### src/rtl/lcd8080_pkg.sv
// Shared definitions for the 8080-bus LCD target: command codes, decoder
// states and the byte-pair helper used for both window parameters and pixels.
package lcd8080_pkg;

    localparam logic [7:0] CMD_SWRESET = 8'h01;
    localparam logic [7:0] CMD_RDDID   = 8'h04;
    localparam logic [7:0] CMD_CASET   = 8'h2A;
    localparam logic [7:0] CMD_PASET   = 8'h2B;
    localparam logic [7:0] CMD_RAMWR   = 8'h2C;

    localparam int PIX_DATA_W  = 16;
    localparam int PARAM_BYTES = 4;

    typedef enum logic [2:0] {
        ST_IDLE,
        ST_CASET,
        ST_PASET,
        ST_RAMWR,
        ST_RDDID
    } state_e;

    function automatic logic [15:0] be16(input logic [7:0] hi, input logic [7:0] lo);
        return {hi, lo};
    endfunction

endpackage

### src/rtl/lcd8080_pix_fifo.sv
// Small show-ahead FIFO for completed pixels; head entry is visible while not
// empty and reads as zero when empty.
module lcd8080_pix_fifo #(
    parameter int WIDTH = 34,
    parameter int DEPTH = 4
) (
    input  logic             clk_i,
    input  logic             rst_i,
    input  logic             push_i,
    input  logic [WIDTH-1:0] din_i,
    input  logic             pop_i,
    output logic [WIDTH-1:0] dout_o,
    output logic             full_o,
    output logic             empty_o
);
    localparam int AW = $clog2(DEPTH);

    logic [WIDTH-1:0] mem_q [DEPTH];
    logic [AW-1:0]    wr_ptr_q, rd_ptr_q;
    logic [AW:0]      count_q;
    logic             do_push, do_pop;

    assign empty_o = (count_q == '0);
    assign full_o  = (count_q == (AW+1)'(DEPTH));
    assign do_pop  = pop_i & ~empty_o;
    // A push into a full FIFO is still taken when the head leaves this cycle.
    assign do_push = push_i & (~full_o | do_pop);
    assign dout_o  = empty_o ? '0 : mem_q[rd_ptr_q];

    always_ff @(posedge clk_i) begin
        if (do_push) mem_q[wr_ptr_q] <= din_i;
    end

    always_ff @(posedge clk_i or posedge rst_i) begin
        if (rst_i) begin
            wr_ptr_q <= '0;
            rd_ptr_q <= '0;
            count_q  <= '0;
        end else begin
            if (do_push) wr_ptr_q <= wr_ptr_q + 1'b1;
            if (do_pop)  rd_ptr_q <= rd_ptr_q + 1'b1;
            case ({do_push, do_pop})
                2'b10:   count_q <= count_q + 1'b1;
                2'b01:   count_q <= count_q - 1'b1;
                default: count_q <= count_q;
            endcase
        end
    end

endmodule

### src/rtl/lcd8080_target.sv
// Panel-side 8080 bus target: synchronizes the bus, decodes the ILI93xx-style
// command subset, streams RAMWR pixels and answers RDDID reads.
module lcd8080_target
    import lcd8080_pkg::*;
#(
    parameter int          H_RES      = 480,
    parameter int          V_RES      = 272,
    parameter int          X_W        = 9,
    parameter int          Y_W        = 9,
    parameter logic [23:0] PANEL_ID   = 24'h009341,
    parameter int          FIFO_DEPTH = 4
) (
    input  logic           clk_i,
    input  logic           reset_i,
    input  logic           lcd_cs_n_i,
    input  logic           lcd_rs_i,
    input  logic           lcd_wr_n_i,
    input  logic           lcd_rd_n_i,
    input  logic [7:0]     lcd_data_in_i,
    output logic [7:0]     lcd_data_out_o,
    output logic           lcd_data_oe_o,
    output logic           pix_valid_o,
    input  logic           pix_ready_i,
    output logic [X_W-1:0] pix_x_o,
    output logic [Y_W-1:0] pix_y_o,
    output logic [15:0]    pix_data_o,
    output logic           cmd_strobe_o,
    output logic [7:0]     cmd_code_o,
    output logic           overflow_o
);
    localparam int             PW     = X_W + Y_W + PIX_DATA_W;
    localparam logic [X_W-1:0] X_LAST = X_W'(H_RES - 1);
    localparam logic [Y_W-1:0] Y_LAST = Y_W'(V_RES - 1);

    // Bus bundle {cs_n, rs, wr_n, rd_n, data}; flops clear to 0 so a strobe
    // needs a falling edge seen after reset before its rising edge counts.
    logic [11:0] bus_raw, sync1_q, sync2_q;
    assign bus_raw = {lcd_cs_n_i, lcd_rs_i, lcd_wr_n_i, lcd_rd_n_i, lcd_data_in_i};

    generate
        for (genvar gi = 0; gi < 12; gi++) begin : g_sync
            always_ff @(posedge clk_i or posedge reset_i) begin
                if (reset_i) begin
                    sync1_q[gi] <= 1'b0;
                    sync2_q[gi] <= 1'b0;
                end else begin
                    sync1_q[gi] <= bus_raw[gi];
                    sync2_q[gi] <= sync1_q[gi];
                end
            end
        end
    endgenerate

    logic       cs_s, rs_s, wr_s, rd_s;
    logic [7:0] d_s;
    assign {cs_s, rs_s, wr_s, rd_s, d_s} = sync2_q;

    logic wr_prev_q, rd_prev_q, wr_arm_q, rd_arm_q, wr_arm_d, rd_arm_d;
    logic wr_fall, wr_rise, rd_fall, rd_up;
    assign wr_fall = wr_prev_q & ~wr_s & ~cs_s;
    assign wr_rise = ~wr_prev_q & wr_s & ~cs_s & wr_arm_q;
    assign rd_fall = rd_prev_q & ~rd_s & ~cs_s;
    assign rd_up   = ~rd_prev_q & rd_s;

    state_e               state_q, state_d;
    logic [2:0]           pidx_q, pidx_d, rd_ptr_q, rd_ptr_d;
    logic [2:0][7:0]      param_q, param_d;
    logic [X_W-1:0]       sc_q, sc_d, ec_q, ec_d, cur_x_q, cur_x_d, x_first, x_last;
    logic [Y_W-1:0]       sp_q, sp_d, ep_q, ep_d, cur_y_q, cur_y_d, y_first, y_last;
    logic                 hi_phase_q, hi_phase_d, push_q, push_d;
    logic [7:0]           hi_byte_q, hi_byte_d, cmd_code_q, cmd_code_d;
    logic [7:0]           data_out_q, data_out_d, rd_byte;
    logic [PW-1:0]        push_word_q, push_word_d, fifo_dout;
    logic                 cmd_strobe_q, cmd_strobe_d, overflow_q, overflow_d;
    logic                 oe_q, oe_d, fifo_full, fifo_empty, pop, ovf_drop;
    logic [15:0]          first_w, last_w;

    assign first_w = be16(param_q[0], param_q[1]);
    assign last_w  = be16(param_q[2], d_s);
    assign x_first = first_w[X_W-1:0];
    assign x_last  = last_w[X_W-1:0];
    assign y_first = first_w[Y_W-1:0];
    assign y_last  = last_w[Y_W-1:0];

    assign pop      = ~fifo_empty & pix_ready_i;
    assign ovf_drop = push_q & fifo_full & ~pop;

    always_comb begin
        rd_byte = 8'h00;
        if (state_q == ST_RDDID) begin
            case (rd_ptr_q)
                3'd1:    rd_byte = PANEL_ID[23:16];
                3'd2:    rd_byte = PANEL_ID[15:8];
                3'd3:    rd_byte = PANEL_ID[7:0];
                default: rd_byte = 8'h00;
            endcase
        end
    end

    always_comb begin
        state_d      = state_q;
        pidx_d       = pidx_q;
        param_d      = param_q;
        sc_d         = sc_q;
        ec_d         = ec_q;
        sp_d         = sp_q;
        ep_d         = ep_q;
        cur_x_d      = cur_x_q;
        cur_y_d      = cur_y_q;
        hi_phase_d   = hi_phase_q;
        hi_byte_d    = hi_byte_q;
        push_d       = 1'b0;
        push_word_d  = push_word_q;
        cmd_strobe_d = 1'b0;
        cmd_code_d   = cmd_code_q;
        overflow_d   = overflow_q | ovf_drop;
        rd_ptr_d     = rd_ptr_q;
        data_out_d   = data_out_q;
        oe_d         = oe_q;
        wr_arm_d     = wr_arm_q;
        rd_arm_d     = rd_arm_q;

        if (wr_fall) wr_arm_d = 1'b1;
        else if (wr_s && !wr_prev_q) wr_arm_d = 1'b0;

        if (rd_fall) begin
            rd_arm_d   = 1'b1;
            data_out_d = rd_byte;
            oe_d       = 1'b1;
        end else if (rd_s || cs_s) begin
            oe_d = 1'b0;
        end
        if (rd_up && rd_arm_q) begin
            rd_arm_d = 1'b0;
            if (rd_ptr_q != 3'd4) rd_ptr_d = rd_ptr_q + 3'd1;
        end

        if (wr_rise && !rs_s) begin
            cmd_strobe_d = 1'b1;
            cmd_code_d   = d_s;
            pidx_d       = '0;
            hi_phase_d   = 1'b1;
            case (d_s)
                CMD_CASET: state_d = ST_CASET;
                CMD_PASET: state_d = ST_PASET;
                CMD_RAMWR: begin
                    state_d = ST_RAMWR;
                    cur_x_d = sc_q;
                    cur_y_d = sp_q;
                end
                CMD_RDDID: begin
                    state_d  = ST_RDDID;
                    rd_ptr_d = '0;
                end
                CMD_SWRESET: begin
                    state_d    = ST_IDLE;
                    sc_d       = '0;
                    ec_d       = X_LAST;
                    sp_d       = '0;
                    ep_d       = Y_LAST;
                    overflow_d = 1'b0;
                end
                default: state_d = ST_IDLE;
            endcase
        end else if (wr_rise) begin
            case (state_q)
                ST_CASET, ST_PASET: begin
                    if (pidx_q < 3'(PARAM_BYTES)) begin
                        pidx_d = pidx_q + 3'd1;
                        if (pidx_q < 3'd3) param_d[pidx_q[1:0]] = d_s;
                    end
                    if (pidx_q == 3'd3 && state_q == ST_CASET) begin
                        sc_d = x_first;
                        ec_d = (x_last < x_first) ? x_first : x_last;
                    end else if (pidx_q == 3'd3) begin
                        sp_d = y_first;
                        ep_d = (y_last < y_first) ? y_first : y_last;
                    end
                end
                ST_RAMWR: begin
                    if (hi_phase_q) begin
                        hi_byte_d  = d_s;
                        hi_phase_d = 1'b0;
                    end else begin
                        hi_phase_d  = 1'b1;
                        push_d      = 1'b1;
                        push_word_d = {cur_x_q, cur_y_q, be16(hi_byte_q, d_s)};
                        if (cur_x_q == ec_q) begin
                            cur_x_d = sc_q;
                            cur_y_d = (cur_y_q == ep_q) ? sp_q : cur_y_q + 1'b1;
                        end else begin
                            cur_x_d = cur_x_q + 1'b1;
                        end
                    end
                end
                default: ;
            endcase
        end
    end

    always_ff @(posedge clk_i or posedge reset_i) begin
        if (reset_i) begin
            wr_prev_q    <= 1'b0;
            rd_prev_q    <= 1'b0;
            wr_arm_q     <= 1'b0;
            rd_arm_q     <= 1'b0;
            state_q      <= ST_IDLE;
            pidx_q       <= '0;
            param_q      <= '0;
            sc_q         <= '0;
            ec_q         <= X_LAST;
            sp_q         <= '0;
            ep_q         <= Y_LAST;
            cur_x_q      <= '0;
            cur_y_q      <= '0;
            hi_phase_q   <= 1'b1;
            hi_byte_q    <= '0;
            push_q       <= 1'b0;
            push_word_q  <= '0;
            cmd_strobe_q <= 1'b0;
            cmd_code_q   <= '0;
            overflow_q   <= 1'b0;
            rd_ptr_q     <= '0;
            data_out_q   <= '0;
            oe_q         <= 1'b0;
        end else begin
            wr_prev_q    <= wr_s;
            rd_prev_q    <= rd_s;
            wr_arm_q     <= wr_arm_d;
            rd_arm_q     <= rd_arm_d;
            state_q      <= state_d;
            pidx_q       <= pidx_d;
            param_q      <= param_d;
            sc_q         <= sc_d;
            ec_q         <= ec_d;
            sp_q         <= sp_d;
            ep_q         <= ep_d;
            cur_x_q      <= cur_x_d;
            cur_y_q      <= cur_y_d;
            hi_phase_q   <= hi_phase_d;
            hi_byte_q    <= hi_byte_d;
            push_q       <= push_d;
            push_word_q  <= push_word_d;
            cmd_strobe_q <= cmd_strobe_d;
            cmd_code_q   <= cmd_code_d;
            overflow_q   <= overflow_d;
            rd_ptr_q     <= rd_ptr_d;
            data_out_q   <= data_out_d;
            oe_q         <= oe_d;
        end
    end

    lcd8080_pix_fifo #(
        .WIDTH (PW),
        .DEPTH (FIFO_DEPTH)
    ) u_fifo (
        .clk_i   (clk_i),
        .rst_i   (reset_i),
        .push_i  (push_q),
        .din_i   (push_word_q),
        .pop_i   (pix_ready_i),
        .dout_o  (fifo_dout),
        .full_o  (fifo_full),
        .empty_o (fifo_empty)
    );

    assign {pix_x_o, pix_y_o, pix_data_o} = fifo_dout;
    assign pix_valid_o    = ~fifo_empty;
    assign cmd_strobe_o   = cmd_strobe_q;
    assign cmd_code_o     = cmd_code_q;
    assign overflow_o     = overflow_q;
    assign lcd_data_out_o = data_out_q;
    assign lcd_data_oe_o  = oe_q;

endmodule

### config.mk
export PLATFORM = sky130hd
export DESIGN_NAME = lcd8080_target
export DESIGN_NICKNAME = d
export VERILOG_FILES = /design/src/rtl/lcd8080_pkg.sv /design/src/rtl/lcd8080_pix_fifo.sv /design/src/rtl/lcd8080_target.sv
export SDC_FILE = /design/constraint.sdc
export NUM_CORES = 1
export LEC_CHECK = 0
export ABC_AREA = 1
export ABC_CLOCK_PERIOD_IN_PS = 7710
export CAP_MARGIN = 30
export CORE_UTILIZATION = 60
export DETAILED_ROUTE_END_ITERATION = 6
export PLACE_DENSITY = 0.8
export SYNTH_ARGS = -nofsm -noshare
export SYNTH_HDL_FRONTEND = slang
export SYNTH_SLANG_ARGS = --single-unit
### constraint.sdc
create_clock -name clk_i -period 7.71 [get_ports clk_i]
set_clock_uncertainty 0.1 [all_clocks]
set_input_delay 1.542 -clock clk_i [delete_from_list [all_inputs] [get_ports clk_i]]
set_output_delay 1.542 -clock clk_i [all_outputs]
set_load 0.02 [all_outputs]
; Word-level counts from Yosys, hierarchy flattened
; Memory sizes are Yosys's and may differ from the RTL's.
; Index checks and enable logic that the tools add are counted.
[classes]
n_addsub = 8
order_cmp = 5
eq_ne = 22
muxes = 69
n_bitwise = 24
n_reduce_logical = 30
[ops]
columns = operator, count
row1 = two-way mux 9 bit, 35
row2 = two-way mux 34 bit, 1
row3 = bitwise mux 24 bit, 1
row4 = == test 8 x 6 -> 1 bit (second input constant), 3
row5 = two-way mux 3 bit, 8
row6 = nonzero test 2 bit, 11
row7 = adder 9 x 1 -> 9 bit (second input constant), 2
row8 = == test 9 bit, 2
row9 = two-way mux 1 bit, 18
row10 = demux 8 bit (select 2 bit), 1
row11 = two-way mux 8 bit, 2
row12 = one-hot mux 8 bit (2 select lines), 1
row13 = AND reduction 4 bit, 4
row14 = == test 3 x 2 -> 1 bit (second input constant), 5
row15 = AND reduction 5 bit, 3
row16 = bitwise AND 1 bit, 12
row17 = one-hot mux 3 bit (4 select lines), 1
row18 = inverter 1 bit, 10
row19 = adder 3 x 1 -> 3 bit (second input constant), 3
row20 = less-than comparator 9 bit, 1
row21 = == test 8 x 1 -> 1 bit (second input constant), 1
row22 = == test 8 x 3 -> 1 bit (second input constant), 1
row23 = == test 3 bit (second input constant), 2
row24 = != test 2 x 1 -> 1 bit (second input constant), 3
row25 = 20 further kinds, 27
[word_totals]
regBits = 185
ramBits = 136
output_inout_bits = 54
n_memories = 1
[mem_list]
columns = memory, depth, word_bits, read_ports, rd_clocked_by_memory_dff, write_ports, line_no
row1 = u_fifo.mem_q, 4, 34, 1, 0, 1, lcd8080_pix_fifo.sv:18  ; logic [WIDTH-1:0] mem_q [DEPTH];

; Logic depth before layout (Yosys ltp)
; Gate-level depths: netlist (run 1).
[depth]
ltp_word = 8
mapped_depth = 12

; Cells and area by module
; Synthesis (run 1) repeated with hierarchy kept, for this count alone.
[unflattened]
hier_cells = 1274
area_unflattened_um2 = 12939.9
[by_module_without_submodules]
columns = mod, n_inst, cells_per_inst, area_per_inst_um2, seq_area_each_um2
row1 = lcd8080_target, 1, 817, 7226.9, 3996.3
row2 = lcd8080_pix_fifo, 1, 457, 5713.0, 4259.1

; Worst setup path after synthesis (run 1)
; Ideal clock, no wire load.
[synth_path]
path_type = in2reg
startpoint = in pix_ready_i
endpoint = mem u_fifo.mem_q[0][0], enable pin
setup_ns = 0.425
t_arrival_ns = 3.289
path_slack_ns = 3.896
path_stages = 4
cell_sequence = inv_1 > nand3_1 > nand2_1 > nor2_1
[synth_via]
elab_chain_cells = 5
[synth_rtl]
columns = item, line_no
row1 = start: declaration, lcd8080_target.sv:23  ; input logic pix_ready_i,
row2 = bitwise AND 1 bit, lcd8080_pix_fifo.sv:25  ; assign do_pop = pop_i & ~empty_o;
row3 = bitwise OR 1 bit, lcd8080_pix_fifo.sv:27  ; assign do_push = push_i & (~full_o | do_pop);
row4 = bitwise AND 1 bit, lcd8080_pix_fifo.sv:27
row5 = two-way mux 1 bit, lcd8080_pix_fifo.sv:31  ; if (do_push) mem_q[wr_ptr_q] <= din_i;
row6 = two-way mux 1 bit (not written as such), lcd8080_pix_fifo.sv:31
row7 = end: declaration, lcd8080_pix_fifo.sv:18
; No other way between the ends.

; Worst setup path in the final report (run 1)
[layout_path]
startpoint = reg u_fifo.rd_ptr_q[0]
endpoint = out pix_data_o[7]
[layout_via]
elab_chain_cells = 2
[layout_rtl]
columns = item, line_no
row1 = start: declaration, lcd8080_pix_fifo.sv:19  ; logic [AW-1:0] wr_ptr_q, rd_ptr_q;
row2 = start signal: assignment, lcd8080_pix_fifo.sv:41  ; if (do_pop) rd_ptr_q <= rd_ptr_q + 1'b1;
row3 = memory (4 x 34 bit), -
row4 = two-way mux 34 bit, lcd8080_pix_fifo.sv:28  ; assign dout_o = empty_o ? '0 : mem_q[rd_ptr_q];
row5 = end: declaration, lcd8080_target.sv:26  ; output logic [15:0] pix_data_o,
; No other way between the ends.

==> flow_summary.json, run 1 <==
{
  "status": "completed",
  "antenna_violations_before_repair": 0,
  "worst_path_max_delay_cell": "sky130_fd_sc_hd__inv_2",
  "vias_in_the_first_global_route": 8486,
  "synth_enable_flop_cells": 136,
  "die_y_um": 149,
  "drt_iter0_drc": 719,
  "synth_async_sr_flop_share_pct": 55.0,
  "htree_levels": 1,
  "path_class": "flop to primary output",
  "worst_slew_margin_rel_pct": 33.8,
  "gr-total-overflow": 0,
  "critPathTopFamily": "buffers and inverters",
  "fraction_of_layout_cells_with_a_size_suffix_above_1_pct": 7.57,
  "ctsRootBufferMaster": "sky130_fd_sc_hd__clkbuf_16",
  "crit_path_dat_ns": 3.30,
  "global_route.peak_usage_layer": "met2",
  "syn_std_cell_area_um2": 12900,
  "vias_per_cell": 5.48,
  "layout.area.seq_um2": 8260,
  "setup_violations": 0,
  "gr-usage-all-layers_pct": 24.2,
  "met3_usage_grt_pct": 3.12,
  "crit-reg2reg-capture": "ec_q[5]",
  "netlist_instances": 1287,
  "synth.yosys.warnings": 0,
  "fin_setup_tns_ns": 0,
  "grt_setup_unrepaired": "false",
  "post_synthesis_mean_instance_area_um2": 10.0,
  "netlist-cell-type-count": 44,
  "layout.filler_cells": 1525,
  "cp_data_required_time_ns": 6.07,
  "timing.final.crit_period_ns": 4.94,
  "leakage_nw": 6.17,
  "ir_worst_vdd_v": 0.000224,
  "path_buf_inv": 3,
  "element_type_at_the_critical_path_end": "primary output",
  "areaGrowthSynthToFinish_pct": 13.9,
  "route.antenna.remaining_nets": 0,
  "power_per_cell_area_nw_per_um2": 337,
  "timing.final.max_slew_violations": 0,
  "postCtsHoldBufs": 0,
  "timing.final.crit_share_pct": 64.1,
  "worst_path_largest_cell_delay_ns": 0.82,
  "gpl.final_weighted_congestion": 0.883,
  "final_core_occ_pct": 69.8,
  "cp.depth": 5,
  "worst_slew_pin_slew_ns": 0.993,
  "worst-r2r-setup-slack_ns": 5.04,
  "min_delay_path_class": "flop to flop",
  "startpoint": "u_fifo.rd_ptr_q[0]",
  "timing.critical_path.to": "pix_data_o[7]",
  "start_util_pct": 61.3,
  "grt_start_max_net_pins": 107,
  "port_buffers": 65,
  "dr_total_vias": 8966,
  "layout.nets": 1379,
  "ys.flop_type": "sky130_fd_sc_hd__dfrtp_1",
  "worstPathCellList": "buf_4 -> inv_2 -> o21ai_0 -> a21oi_1 -> clkdlybuf4s50_1",
  "maxCapViolations": 0,
  "global_route.usage.met1_pct": 34.9,
  "dp_hpwl_mm": 16.4,
  "cts.path.max_buffers": 3,
  "report.final.hold_viol_count": 0,
  "number_of_placement_rows": 53,
  "r2r_cells": 9,
  "finalWirelength_mm": 25.9,
  "seq_area_frac_synth_pct": 63.9,
  "timing.critical_path.from_type": "flop",
  "finalPower_mw": 4.96,
  "grt_first_pass_wirelength_mm": 42.4,
  "timing.critical_path.fanout_max": 71,
  "design.portCount": 69,
  "pre_cts_slack_ns": 3.35,
  "fp.dieArea_um2": 22100,
  "post_cts_resize_count": 0,
  "core_area_um2": 21100,
  "cts_tree": "yes",
  "antenna_cells": 0,
  "dieWidth_um": 149,
  "critical_path.reg2reg.startpoint": "wr_prev_q",
  "multi_input_area_um2": 4030,
  "tritoncts.num_buffers": 29,
  "route.detailed.drc": 0,
  "wl_per_cell_um": 15.8,
  "clock_latency_ns": 0.54,
  "post-cts-setup-buffer-count": 0,
  "fmaxAchievable_mhz": 202,
  "drt_pass1_iterations": 5,
  "gr-usage-met2_pct": 39.5,
  "final.setup.worst_slack_ns": 2.77,
  "synth_seq_cells": 302,
  "cts.clk_slew.worst_paths_ns": 0.06,
  "cts_num_sinks": 302
}
-- area by class of cell --
type                       count  area share, %
sequential                   302           56.1
multi-input combinational    827           27.4
timing repair buffer          76           5.34
clock buffer                  37           5.27
inverter                     103           2.68
tap                          275           2.34
clock inverter                16          0.901
-- worst min-delay path by stage --
stage / startpoint / endpoint / slack (ns) / depth (start not counted)
2_1_floorplan: sync1_q[11] / cs_s / 0.23 / 0
3_3_place_gp: sync1_q[0] / d_s[0] / 0.23 / 0
3_5_place_dp: sync1_q[11] / cs_s / 0.23 / 0
4_1_cts: sync1_q[7] / d_s[7] / 0.25 / 0
5_1_grt: sync1_q[3] / d_s[3] / 0.26 / 0
6_report: sync1_q[11] / cs_s / 0.25 / 0
-- state kept, by name, indices dropped and copies added (netlist names), 8 cells and up --
signal,flops
first_w,9
cur_y_q,9
ep_q,9
sp_q,9
cmd_code_o,8
hi_byte_q,8
u_fifo.mem_q,136
d_s,8
sc_q,9
sync1_q,12
ec_q,9
push_word_q,34
cur_x_q,9
-- worst register-to-register path, delay by kind of cell (launching register included) --
| kind | cells | cell delay (ns) |
|---|---|---|
| simple gates | 7 | 1.62 |
| buf+inv | 2 | 0.50 |
| flops | 1 | 0.40 |
-- through the flow --
| step | instance area [um^2] | std cells | hold slack (ns) |
|---|---|---|---|
| CTS | 14700 | 1635 | 0.248 |
| global placement | 13700 | 1580 | 0.232 |
| detailed placement | 13800 | 1582 | 0.235 |
| floorplan | 12900 | 1289 | 0.231 |
| global route | 14700 | 1636 | 0.255 |
| finish | 14700 | 1636 | 0.245 |
-- cell usage after synthesis, types with 6 or more instances --
cell / count / area share (%)
sky130_fd_sc_hd__buf_4: 8 / 0.46
sky130_fd_sc_hd__buf_2: 13 / 0.50
sky130_fd_sc_hd__dfrtp_1: 152 / 29
sky130_fd_sc_hd__xor2_1: 13 / 0.88
sky130_fd_sc_hd__edfxtp_1: 136 / 32
sky130_fd_sc_hd__a21oi_1: 42 / 1.6
sky130_fd_sc_hd__nand3b_1: 6 / 0.35
sky130_fd_sc_hd__nand2_1: 300 / 8.7
sky130_fd_sc_hd__nand4_1: 15 / 0.73
sky130_fd_sc_hd__dfstp_2: 14 / 2.8
sky130_fd_sc_hd__inv_1: 94 / 2.7
sky130_fd_sc_hd__nor2_1: 165 / 4.8
sky130_fd_sc_hd__o21ai_1: 22 / 0.85
sky130_fd_sc_hd__nand3_1: 58 / 2.2
sky130_fd_sc_hd__xnor2_1: 12 / 0.81
sky130_fd_sc_hd__ha_1: 24 / 2.3
sky130_fd_sc_hd__clkbuf_1: 31 / 0.90
sky130_fd_sc_hd__nand3_2: 7 / 0.54
sky130_fd_sc_hd__o21ai_0: 125 / 4.8
sky130_fd_sc_hd__nor3_1: 7 / 0.27
-- power by group --
group	total [mW]	switching, mW	internal, mW	leakage [nW]
sequential	1.96	0.135	1.82	3.32
clock	1.35	0.579	0.776	0.449
combinational	1.65	0.994	0.655	2.40
-- logic make-up (layout without fill, tap and decap cells) --
kind of cell | Yosys count | in the layout | synth area share, %
xor gates and xnor gates | 25 | 25 | 1.69
muxes | 1 | 1 | 0.0871
DFF | 302 | 302 | 63.9
adders and majority gates | 25 | 25 | 2.48
and+or+nand+nor | 571 | 571 | 18.6
AOI/OAI and AO/OA | 202 | 202 | 8.16
other | 1 | 3 | 0.0290
buffers and inverters | 160 | 232 | 5.11
-- per-layer routing --
metal | routed length (um) | up-vias
met1 | 11400 | 4267
met5 | 0 | -
met2 | 12500 | 308
met4 | 437 | 0
met3 | 1590 | 46
li1 | - | 4345
-- placed cells by master, fill, tap and decap left out, types with 7 or more instances in the layout --
cell	count
sky130_fd_sc_hd__clkinv_2	9
sky130_fd_sc_hd__dfrtp_1	151
sky130_fd_sc_hd__nand3_1	58
sky130_fd_sc_hd__dfstp_2	14
sky130_fd_sc_hd__buf_4	8
sky130_fd_sc_hd__nand4_1	15
sky130_fd_sc_hd__xnor2_1	12
sky130_fd_sc_hd__ha_1	24
sky130_fd_sc_hd__inv_1	93
sky130_fd_sc_hd__a21oi_1	42
sky130_fd_sc_hd__xor2_1	13
sky130_fd_sc_hd__nor3_1	7
sky130_fd_sc_hd__nor2_1	161
sky130_fd_sc_hd__o21ai_0	125
sky130_fd_sc_hd__clkdlybuf4s50_1	65
sky130_fd_sc_hd__nand2_1	300
sky130_fd_sc_hd__o21ai_1	22
sky130_fd_sc_hd__nand3_2	7
sky130_fd_sc_hd__edfxtp_1	136
sky130_fd_sc_hd__clkbuf_16	29
Power figures use the tool's default switching activity.
==> run 2, diff against run 1 <==
--- a/config.mk
+++ b/config.mk
@@ -6,11 +6,11 @@
 export NUM_CORES = 1
 export LEC_CHECK = 0
 export ABC_AREA = 1
-export ABC_CLOCK_PERIOD_IN_PS = 7710
+export ABC_CLOCK_PERIOD_IN_PS = 4100
 export CAP_MARGIN = 30
-export CORE_UTILIZATION = 60
+export CORE_UTILIZATION = 54
 export DETAILED_ROUTE_END_ITERATION = 6
-export PLACE_DENSITY = 0.8
+export PLACE_DENSITY = 0.76
 export SYNTH_ARGS = -nofsm -noshare
 export SYNTH_HDL_FRONTEND = slang
 export SYNTH_SLANG_ARGS = --single-unit
==> constraint.sdc (replaced) <==
create_clock -name clk_i -period 4.1 [get_ports clk_i]
set_clock_uncertainty 0.1 [all_clocks]
set_input_delay 0.82 -clock clk_i [delete_from_list [all_inputs] [get_ports clk_i]]
set_output_delay 0.82 -clock clk_i [all_outputs]
set_load 0.02 [all_outputs]
==> run 2 against run 1 <==
  * Final cell count up 3.1%
  * Via count fell by 0.46%
  * Largest cell class unchanged
  * Non-clock buffer count increased by 6
  * Critical path depth did not move
==> flow_summary.json, run 2 (synthesis gave the netlist of run 1 again) <==
{
  "final_core_occ_pct": 63.4,
  "hold_slack_ns": 0.246,
  "report.final.hold_viol_count": 0,
  "timing.final.crit_period_ns": 3.78,
  "cts.clk_slew.worst_paths_ns": 0.06,
  "ir_worst_vdd_v": 0.000382,
  "path_class": "flop to primary output",
  "worst_slew_pin_slew_ns": 0.682,
  "timing.final.max_slew_violations": 0,
  "die_y_um": 157,
  "postCtsHoldBufs": 0,
  "start_util_pct": 55.1,
  "most_frequent_standard_cell_in_the_layout_excluding_fill_and_tap_cells": "sky130_fd_sc_hd__nand2_1",
  "dp_hpwl_mm": 17.1,
  "setup_violations": 0,
  "timing.critical_path.fanout_max": 26,
  "clock_latency_ns": 0.55,
  "element_type_at_the_critical_path_end": "primary output",
  "drt_iter0_drc": 659,
  "dr_total_vias": 8925,
  "timing.final.crit_share_pct": 92.2,
  "status": "completed",
  "min_delay_path_class": "flop to flop",
  "route.detailed.drc": 0,
  "layout.nets": 1385,
  "timing.critical_path.from_type": "flop",
  "antenna_cells": 0,
  "design.portCount": 69,
  "fp.dieArea_um2": 24600,
  "drt_pass1_iterations": 6,
  "antenna_violations_before_repair": 0,
  "grt_first_pass_wirelength_mm": 43.2,
  "gr-usage-all-layers_pct": 22.3,
  "port_buffers": 65,
  "tritoncts.num_buffers": 29,
  "fmaxAchievable_mhz": 264,
  "layout_top_registers": "u_fifo.mem_q (136), push_word_q (34), sync1_q (12)",
  "grt_start_max_net_pins": 87,
  "vias_per_cell": 5.29,
  "ctsRootBufferMaster": "sky130_fd_sc_hd__clkbuf_16",
  "areaGrowthSynthToFinish_pct": 15.1,
  "cp_data_required_time_ns": 3.18,
  "finalWirelength_mm": 26.3,
  "final_cell_mix": "sky130_fd_sc_hd__nand2_1, sky130_fd_sc_hd__nor2_1, sky130_fd_sc_hd__dfrtp_1, sky130_fd_sc_hd__edfxtp_1, sky130_fd_sc_hd__o21ai_0",
  "maxCapViolations": 0,
  "largest_register_ffs": 136,
  "cts_num_sinks": 302,
  "crit_path_dat_ns": 2.86,
  "number_of_placement_rows": 56,
  "fraction_of_layout_cells_with_a_size_suffix_above_1_pct": 8.26,
  "layout.filler_cells": 1815,
  "dieWidth_um": 157,
  "cts.path.max_buffers": 3,
  "htree_levels": 1,
  "power_per_cell_area_nw_per_um2": 639,
  "leakage_nw": 6.23,
  "largest-register": "u_fifo.mem_q",
  "gpl.final_weighted_congestion": 0.858,
  "wl_per_cell_um": 15.6,
  "route.antenna.remaining_nets": 0,
  "gr-total-overflow": 0,
  "grt_setup_unrepaired": "false",
  "cts_tree": "yes",
  "fin_setup_tns_ns": 0,
  "worst_slew_margin_rel_pct": 54.5,
  "core_area_um2": 23500,
  "vias_in_the_first_global_route": 8539
}
==> run 2: cell types whose count changed in the layout (fill, tap and decap cells not counted), moves of 2 or more <==
cell / previous run / this run
sky130_fd_sc_hd__buf_16: 2 / 0
sky130_fd_sc_hd__buf_4: 8 / 14
sky130_fd_sc_hd__clkbuf_8: 2 / 7
sky130_fd_sc_hd__clkinv_1: 6 / 4
sky130_fd_sc_hd__clkinv_2: 9 / 5
==> run 2: report_power, final <==
part	switching, mW	internal [mW]
clock	1.10	1.60
combinational	1.84	1.24
sequential	0.291	3.43
==> run 2: worst paths after layout <==
kind                                         start             to  slack [ns]  depth (start not counted)
worst max-delay path            u_fifo.rd_ptr_q[0]     pix_x_o[4]        0.32                          5
worst min-delay path                    sync1_q[7]         d_s[7]        0.25                          0
worst max register to register           wr_prev_q        ec_q[5]        1.52                          9
worst min register to register          sync1_q[7]         d_s[7]        0.25                          0
max in group asynchronous                  reset_i        ep_q[0]        2.42                          3
min in group asynchronous                  reset_i  cmd_code_o[1]        0.61                          2
==> run 2: final cells by class <==
cell class / count / area, um^2 / share of cell area [%]
Sequential cell: 302 / 8260 / 55.5
Multi-Input combinational cell: 827 / 4030 / 27.1
Clock buffer: 43 / 873 / 5.87
Timing Repair Buffer: 82 / 807 / 5.43
Tap cell: 319 / 399 / 2.68
Inverter: 103 / 393 / 2.64
Clock inverter: 11 / 116 / 0.782
==> run 2: critical path, cell delays in order (launching register included) <==
cell                              delay [ns]
sky130_fd_sc_hd__dfrtp_2                0.57
sky130_fd_sc_hd__inv_2                  0.38
sky130_fd_sc_hd__buf_4                  0.28
sky130_fd_sc_hd__o21ai_0                0.14
sky130_fd_sc_hd__a21oi_1                0.28
sky130_fd_sc_hd__clkdlybuf4s50_1        0.66
==> run 2: metal layers <==
| layer | GRT usage [%] | share of wire [%] | vias to the layer above | wire, um |
|---|---|---|---|---|
| li1 | - | - | 4356 | - |
| met1 | 30.8 | 44 | 4247 | 11700 |
| met2 | 37.2 | 48 | 279 | 12500 |
| met3 | 2.63 | 5.7 | 43 | 1500 |
| met4 | 7.00 | 2.3 | 0 | 599 |
| met5 | 0 | 0 | - | 0 |
==> run 2: what timing repair did <==
| action | 4_1_cts | 5_1_grt |
|---|---|---|
| gates resized for setup | 0 | 1 |
| buffers inserted | 0 | 0 |
| endpoints found under the setup margin | 0 | 1 |
| endpoints found under the hold margin | 0 | 0 |
==> run 2: per-stage QoR <==
stage          cell area [um^2]  std cells  power [mW]  setup WS [ns]
6_report                  14900       1687        9.50          0.318
5_1_grt                   14900       1687        10.1         0.0824
4_1_cts                   14900       1687        9.55          0.179
3_5_place_dp              13900       1633        6.84          0.770
3_3_place_gp              13900       1633        6.77          0.801
2_1_floorplan             12900       1289        5.73           1.01
